### src/rtl/cpu65_addr_pkg.sv
// Shared select encodings for the 65xx address-bus block.
// Used by addr_bus_unit and by anything that drives its ADL/ADH selects.
package cpu65_addr_pkg;

   typedef logic [2:0] adl_sel_t;
   typedef logic [2:0] adh_sel_t;

   localparam adl_sel_t ADL_SEL_PC   = 3'd0;
   localparam adl_sel_t ADL_SEL_DATA = 3'd1;
   localparam adl_sel_t ADL_SEL_S    = 3'd2;
   localparam adl_sel_t ADL_SEL_ALU  = 3'd3;
   localparam adl_sel_t ADL_SEL_VEC  = 3'd4;
   localparam adl_sel_t ADL_SEL_ZERO = 3'd5;

   localparam adh_sel_t ADH_SEL_PC   = 3'd0;
   localparam adh_sel_t ADH_SEL_DATA = 3'd1;
   localparam adh_sel_t ADH_SEL_ALU  = 3'd2;
   localparam adh_sel_t ADH_SEL_ZERO = 3'd3;
   localparam adh_sel_t ADH_SEL_ONE  = 3'd4;
   localparam adh_sel_t ADH_SEL_FF   = 3'd5;

   localparam logic [7:0] STACK_PAGE  = 8'h01;
   localparam logic [7:0] VECTOR_PAGE = 8'hFF;

endpackage

### src/rtl/addr_reg8.sv
// 8-bit address byte register with load enable and asynchronous reset value.
// Instantiated once for ABL and once for ABH.
module addr_reg8 #(
   parameter logic [7:0] RESET_VAL = 8'h00
) (
   input  logic       clk,
   input  logic       reset,
   input  logic       load_i,
   input  logic [7:0] d_i,
   output logic [7:0] q_o
);

   logic [7:0] q_q;
   logic [7:0] q_d;

   // NOTE: default to the current value so a missing branch holds state instead of inferring a latch.
   always_comb begin
      q_d = q_q;
      if (load_i) q_d = d_i;
   end

   // NOTE: state updates use non-blocking assignments so every register samples pre-edge values.
   always_ff @(posedge clk or posedge reset) begin
      if (reset) q_q <= RESET_VAL;
      else       q_q <= q_d;
   end

   assign q_o = q_q;

endmodule

### src/rtl/addr_bus_unit.sv
// ADL/ADH source muxing and ABL/ABH address registers of the 65xx core.
// Define ADDR_READY_GATE_EN to qualify the ABL/ABH loads with ready.
module addr_bus_unit
   import cpu65_addr_pkg::*;
#(
   parameter logic [15:0] RESET_ADDR = 16'hFFFC
) (
   input  logic        clk,
   input  logic        reset,
   input  adl_sel_t    adl_sel,
   input  adh_sel_t    adh_sel,
   input  logic        load_abl,
   input  logic        load_abh,
   input  logic        ready,
   input  logic [7:0]  data_i,
   input  logic [7:0]  pcls,
   input  logic [7:0]  pchs,
   input  logic [7:0]  reg_s,
   input  logic [7:0]  alu,
   input  logic [7:0]  vector_lo,
   output logic [7:0]  adl_abl,
   output logic [7:0]  adl_pcls,
   output logic [7:0]  adh_abh,
   output logic [7:0]  adh_pchs,
   output logic [15:0] address
);

   logic       load_abl_eff;
   logic       load_abh_eff;
   logic [7:0] abl;
   logic [7:0] abh;

   // Reserved select codes fall back to the PC source toward ABL/ABH.
   always_comb begin
      adl_abl  = pcls;
      adl_pcls = data_i;
      case (adl_sel)
         ADL_SEL_PC:   adl_abl = pcls;
         ADL_SEL_DATA: adl_abl = data_i;
         ADL_SEL_S: begin
            adl_abl  = reg_s;
            adl_pcls = reg_s;
         end
         ADL_SEL_ALU: begin
            adl_abl  = alu;
            adl_pcls = alu;
         end
         ADL_SEL_VEC:  adl_abl = vector_lo;
         ADL_SEL_ZERO: adl_abl = 8'h00;
         default:      adl_abl = pcls;
      endcase
   end

   always_comb begin
      adh_abh  = pchs;
      adh_pchs = data_i;
      case (adh_sel)
         ADH_SEL_PC:   adh_abh = pchs;
         ADH_SEL_DATA: adh_abh = data_i;
         ADH_SEL_ALU: begin
            adh_abh  = alu;
            adh_pchs = alu;
         end
         ADH_SEL_ZERO: adh_abh = 8'h00;
         ADH_SEL_ONE:  adh_abh = STACK_PAGE;
         ADH_SEL_FF:   adh_abh = VECTOR_PAGE;
         default:      adh_abh = pchs;
      endcase
   end

`ifdef ADDR_READY_GATE_EN
   assign load_abl_eff = load_abl & ready;
   assign load_abh_eff = load_abh & ready;
`else
   logic unused_ready;
   assign unused_ready = ready;
   assign load_abl_eff = load_abl;
   assign load_abh_eff = load_abh;
`endif

   addr_reg8 #(
      .RESET_VAL (RESET_ADDR[7:0])
   ) u_abl (
      .clk    (clk),
      .reset  (reset),
      .load_i (load_abl_eff),
      .d_i    (adl_abl),
      .q_o    (abl)
   );

   addr_reg8 #(
      .RESET_VAL (RESET_ADDR[15:8])
   ) u_abh (
      .clk    (clk),
      .reset  (reset),
      .load_i (load_abh_eff),
      .d_i    (adh_abh),
      .q_o    (abh)
   );

   assign address = {abh, abl};

endmodule

### config.mk
export PLATFORM = sky130hd
export DESIGN_NAME = addr_bus_unit
export DESIGN_NICKNAME = d
export VERILOG_FILES = /design/src/rtl/cpu65_addr_pkg.sv /design/src/rtl/addr_reg8.sv /design/src/rtl/addr_bus_unit.sv
export SDC_FILE = /design/constraint.sdc
export NUM_CORES = 1
export LEC_CHECK = 0
export CORE_MARGIN = 4
export CORE_UTILIZATION = 37
export CTS_BUF_LIST = sky130_fd_sc_hd__clkbuf_4 sky130_fd_sc_hd__clkbuf_8 sky130_fd_sc_hd__clkbuf_16
export DETAILED_ROUTE_END_ITERATION = 16
export GPL_ROUTABILITY_DRIVEN = 0
export GPL_TIMING_DRIVEN = 0
export PLACE_DENSITY = 0.82
export SLEW_MARGIN = 15
export SYNTH_ARGS = -nofsm -noshare
export SYNTH_HDL_FRONTEND = slang
export SYNTH_SLANG_ARGS = --single-unit
### constraint.sdc
create_clock -name clk -period 4.2 [get_ports clk]
set_input_delay 0.63 -clock clk [delete_from_list [all_inputs] [get_ports clk]]
set_output_delay 0.63 -clock clk [all_outputs]
set_load 0.05 [all_outputs]
Yosys cells after proc, flatten, opt, wreduce, memory -nomap -nowiden
Cells that the tools add are included.
{"block": "totals", "elab_cells": 16, "latchBits": 0, "ram_bits": 0, "reg_bits": 16, "out_inout_bits": 48, "in_bits": 59, "romBits": 0, "n_memories": 0}
{"block": "op_classes", "eq_ne": 10, "n_shift": 0, "bitwise_logic": 0, "n_addsub": 0, "mux": 4, "n_reduce_logical": 0, "magnitude_cmp": 0, "mul": 0, "div": 0}
{"op": "one-hot mux 8 bit (5 select lines)", "count": 2}
{"op": "one-hot mux 8 bit (2 select lines)", "count": 1}
{"op": "equality test 3 x 2 -> 1 bit (second input constant)", "count": 4}
{"op": "equality test 3 bit (second input constant)", "count": 4}
{"op": "two-way mux 8 bit", "count": 1}
{"op": "equality test 3 x 1 -> 1 bit (second input constant)", "count": 2}

Depth between registers and ports, before layout
{"block": "logic_depth", "depth_word": 2, "mapped_depth": 7, "depth_no_buf": 4}

Modules after synthesis
A second synthesis with hierarchy kept.
{"block": "unflattened", "cells_unflattened": 154, "area_unflattened_um2": 1486.4}
{"module": "addr_bus_unit", "cells_each": 118, "area_each_um2": 798.3, "n_inst": 1, "seq_area_each_um2": 0.0}
{"module": "addr_reg8 (u_abh)", "cells_each": 18, "area_each_um2": 345.3, "n_inst": 1, "seq_area_each_um2": 210.2}
{"module": "addr_reg8 (u_abl)", "cells_each": 18, "area_each_um2": 342.8, "n_inst": 1, "seq_area_each_um2": 207.7}

Worst setup path before layout
OpenSTA, ideal clock, no wires.
{"block": "synth_timing", "path_kind": "input-to-output", "startpoint": "input adh_sel[0]", "endpoint": "output adh_pchs[0]", "required_time_ps": 3570, "cell_stages": 6, "setup_slack_ps": 1146, "arrival_ps": 2424, "n_path_buf": 3, "path_cell_list": "buf_2 nor2_2 and2_1 clkbuf_1 buf_2 o21ai_0"}
{"block": "synth_via", "elab_chain_cells": 2}
{"item": "from (decl)", "line_no": "addr_bus_unit.sv:11", "source": "input adh_sel_t adh_sel,"}
{"item": "equality test 3 x 2 -> 1 bit", "line_no": "addr_bus_unit.sv:57", "source": "case (adh_sel)"}
{"item": "two-way mux 8 bit", "line_no": "addr_bus_unit.sv:57"}
{"item": "to (decl)", "line_no": "addr_bus_unit.sv:24", "source": "output logic [7:0] adh_pchs,"}
Every way passes these cells.

Worst setup path after layout
{"block": "layout_timing", "startpoint": "input adh_sel[0]", "endpoint": "output adh_pchs[6]"}
The elaborated chain is that of the path after synthesis.

==> results.toml <==
[worst_setup_path]
worstPathMaxFanout = 10
criticalPathCategory = "in -> out"
end_kind = "primary output"
crit_required_ns = 3.57
cp_slowest_cell = "clkdlybuf4s50_1"
rrSetupSlack_ns = 3.46
cpPeakStageDelay_ns = 0.83
path_common_cell = "buf_2"
rr_worst_depth = 1
start_kind = "primary input"
worst_ep_arrival_time_ns = 2.69
crit_chain = "buf_2 > nor2_2 > and2_1 > clkbuf_1 > buf_2 > nand2_1 > o21ai_0 > clkdlybuf4s50_1"

[logic_synthesis]
yosysMostFrequentCell = "o21ai_0"
synthTopCellsByCount = "o21ai_0 (25), mux2_2 (24), nand2_1 (17)"
ys_types = 25
avgSynthCellArea_um2 = 8.32
ys.flop_type = "dfstp_2"
synth.net_count = 237
synth-edff-count = 0
netlist_instances = 178
syn_area_um2 = 1480
synth_top_cell_area_share = 0.248
seq_area_frac_synth = 0.282
yosys_register_bits = 16
yosys_warnings = 0
synth.area.top_cells = "dfstp_2 (25%), mux2_2 (18%), o21ai_0 (8.4%)"
async_flop_share = 1.00
synth_top_cell_by_area = "dfstp_2"

[layout]
area_delta_synth_final_pct = 72.9
final_util = 0.679
nets = 339
drive_above_1_share = 0.201
antennaDiodeCount = 0
n_fill_cell = 312

[clock_tree]
clock_latency_ns = 0.25
cts_setup_buffers = 0
cts_sinks = 16
cts_max_level = 1
cts_resized = 0
cts_inserted_buffers = 3
clock-root-buffer = "clkbuf_8"
ctsHoldBuffers = 0
cts.clk_slew.worst_paths_ns = 0.07
clockBufferDepth = 2
cts_tree = "built"

[global_route]
grt_pass1_vias = 1744
grt_max_degree = 17
grt_overflow = 0
track_usage = 0.209
antenna_found_initial = 0
grt_pass1_wl_mm = 8.55

[timing]
setup-violations-final = 0
setup_tns_ns = 0
rsz0062_at_grt = "no"
final.setup.worst_slack_ns = 0.877
timing.slew.headroom = 0.570
hold_viol_final = 0
clock_skew_ns = 0
timing.final.crit_share = 0.791
drv_slew = 0
max_freq_ghz = 0.301
worstMarginPinSlew_ns = 0.645
whs_ns = 0.513
period_minus_slack_ns = 3.32

[routing]
drt_iter0_drc = 77
via_per_inst = 5.38
wl_mm = 5.27
vias = 1759
drc = 0
wl_per_cell_um = 16.1
ant_nets = 0
drtPass1Iterations = 4

[die]
chipHeight_um = 71.3
die_w_um = 71.3
coreArea_um2 = 3770
die-area_um2 = 5080
rows = 22
io_pins = 107
start_util = 0.393

[power_and_ir_drop]
total_leakage_power_uw = 0.000973
power_density_nw_per_um2 = 312
ir_drop_uv = 199

[place]
place.detailed.hpwl_mm = 4.30
place_ws_ns = 0.886
io_buffers = 97

[min_path]
min_path_type = "reg -> reg"
min_path_cells = 1

[run_status]
outcome = "finished clean"

[flow_run]
maxCapViolations = 0
==> flip-flops by register name (all words and copies together) (netlist names) <==
register,count
u_abl.q_o,8
u_abh.q_o,8
==> area by class of cell <==
cell class | instances | area (um^2) | area share
well taps | 48 | 60.1 | 0.0234
plain buffers | 19 | 103 | 0.0401
multi-input cells | 134 | 927 | 0.362
repair buffers | 97 | 971 | 0.379
clock buffers | 4 | 48.8 | 0.0191
inverters | 9 | 33.8 | 0.0132
flip-flops and latches | 16 | 418 | 0.163
==> worst max-delay path: cells and delay by family <==
kind / cells / cell delay (ns)
AOI/OAI and AO/OA: 1 / 0.07
and+or+nand+nor: 3 / 0.48
buffers and inverters: 4 / 1.49
==> final timing paths <==
kind	startpoint	to
setup / recovery	adh_sel[0]	adh_pchs[6]
hold reg to reg	u_abl.q_o[1]	u_abl.q_o[1]
min in group asynchronous	reset	u_abl.q_o[1]
hold / removal	u_abl.q_o[1]	u_abl.q_o[1]
max in group asynchronous	reset	u_abl.q_o[0]
setup reg to reg	u_abl.q_o[1]	u_abl.q_o[1]
==> cells in the final DEF (no fill, tap or decap) <==
cell type / n
clkdlybuf4s50_1: 97
o21ai_0: 25
mux2_2: 24
nand2_1: 17
a21oi_1: 15
dfstp_2: 14
nor2b_1: 9
inv_1: 9
a211o_1: 8
a31oi_1: 8
buf_2: 7
a22oi_1: 7
o21a_1: 7
a211oi_1: 7
clkbuf_1: 6
clkbuf_8: 3
buf_1: 2
buf_4: 2
buf_6: 2
dfrtp_1: 2
mux2i_1: 1
a2bb2oi_1: 1
nor2_2: 1
and2b_1: 1
or3_4: 1
a21oi_2: 1
and2_1: 1
clkbuf_4: 1
==> metal layers <==
metal  vias to the layer above  share of wire  global-route usage
li1                        854              -                   -
met1                       821           0.43               0.274
met2                        77           0.46               0.329
met3                         7           0.11              0.0757
met4                         0         0.0085              0.0480
met5                         -              0                   0
==> cell families after synthesis <==
family / count (synthesis) / synth area share
AO/OA/AOI/OAI: 79 / 0.334
AND/OR/NAND/NOR: 30 / 0.102
buffers and inverters: 28 / 0.0921
multiplexers: 25 / 0.189
flip-flops: 16 / 0.282
==> stage by stage <==
stage | cell area [um^2] | cells | power (uW)
2_1_floorplan | 1480 | 178 | 499
3_3_place_gp | 2510 | 323 | 668
3_5_place_dp | 2510 | 323 | 672
4_1_cts | 2560 | 327 | 803
5_1_grt | 2560 | 327 | 838
6_report | 2560 | 327 | 800
==> power by group <==
group          internal, uW  leakage (uW)  switching (uW)
sequential              192      0.000171            11.6
combinational           181      0.000775             285
clock                  73.8     0.0000262            56.2
total                   447      0.000973             352
(Power assumes the default switching activity.)
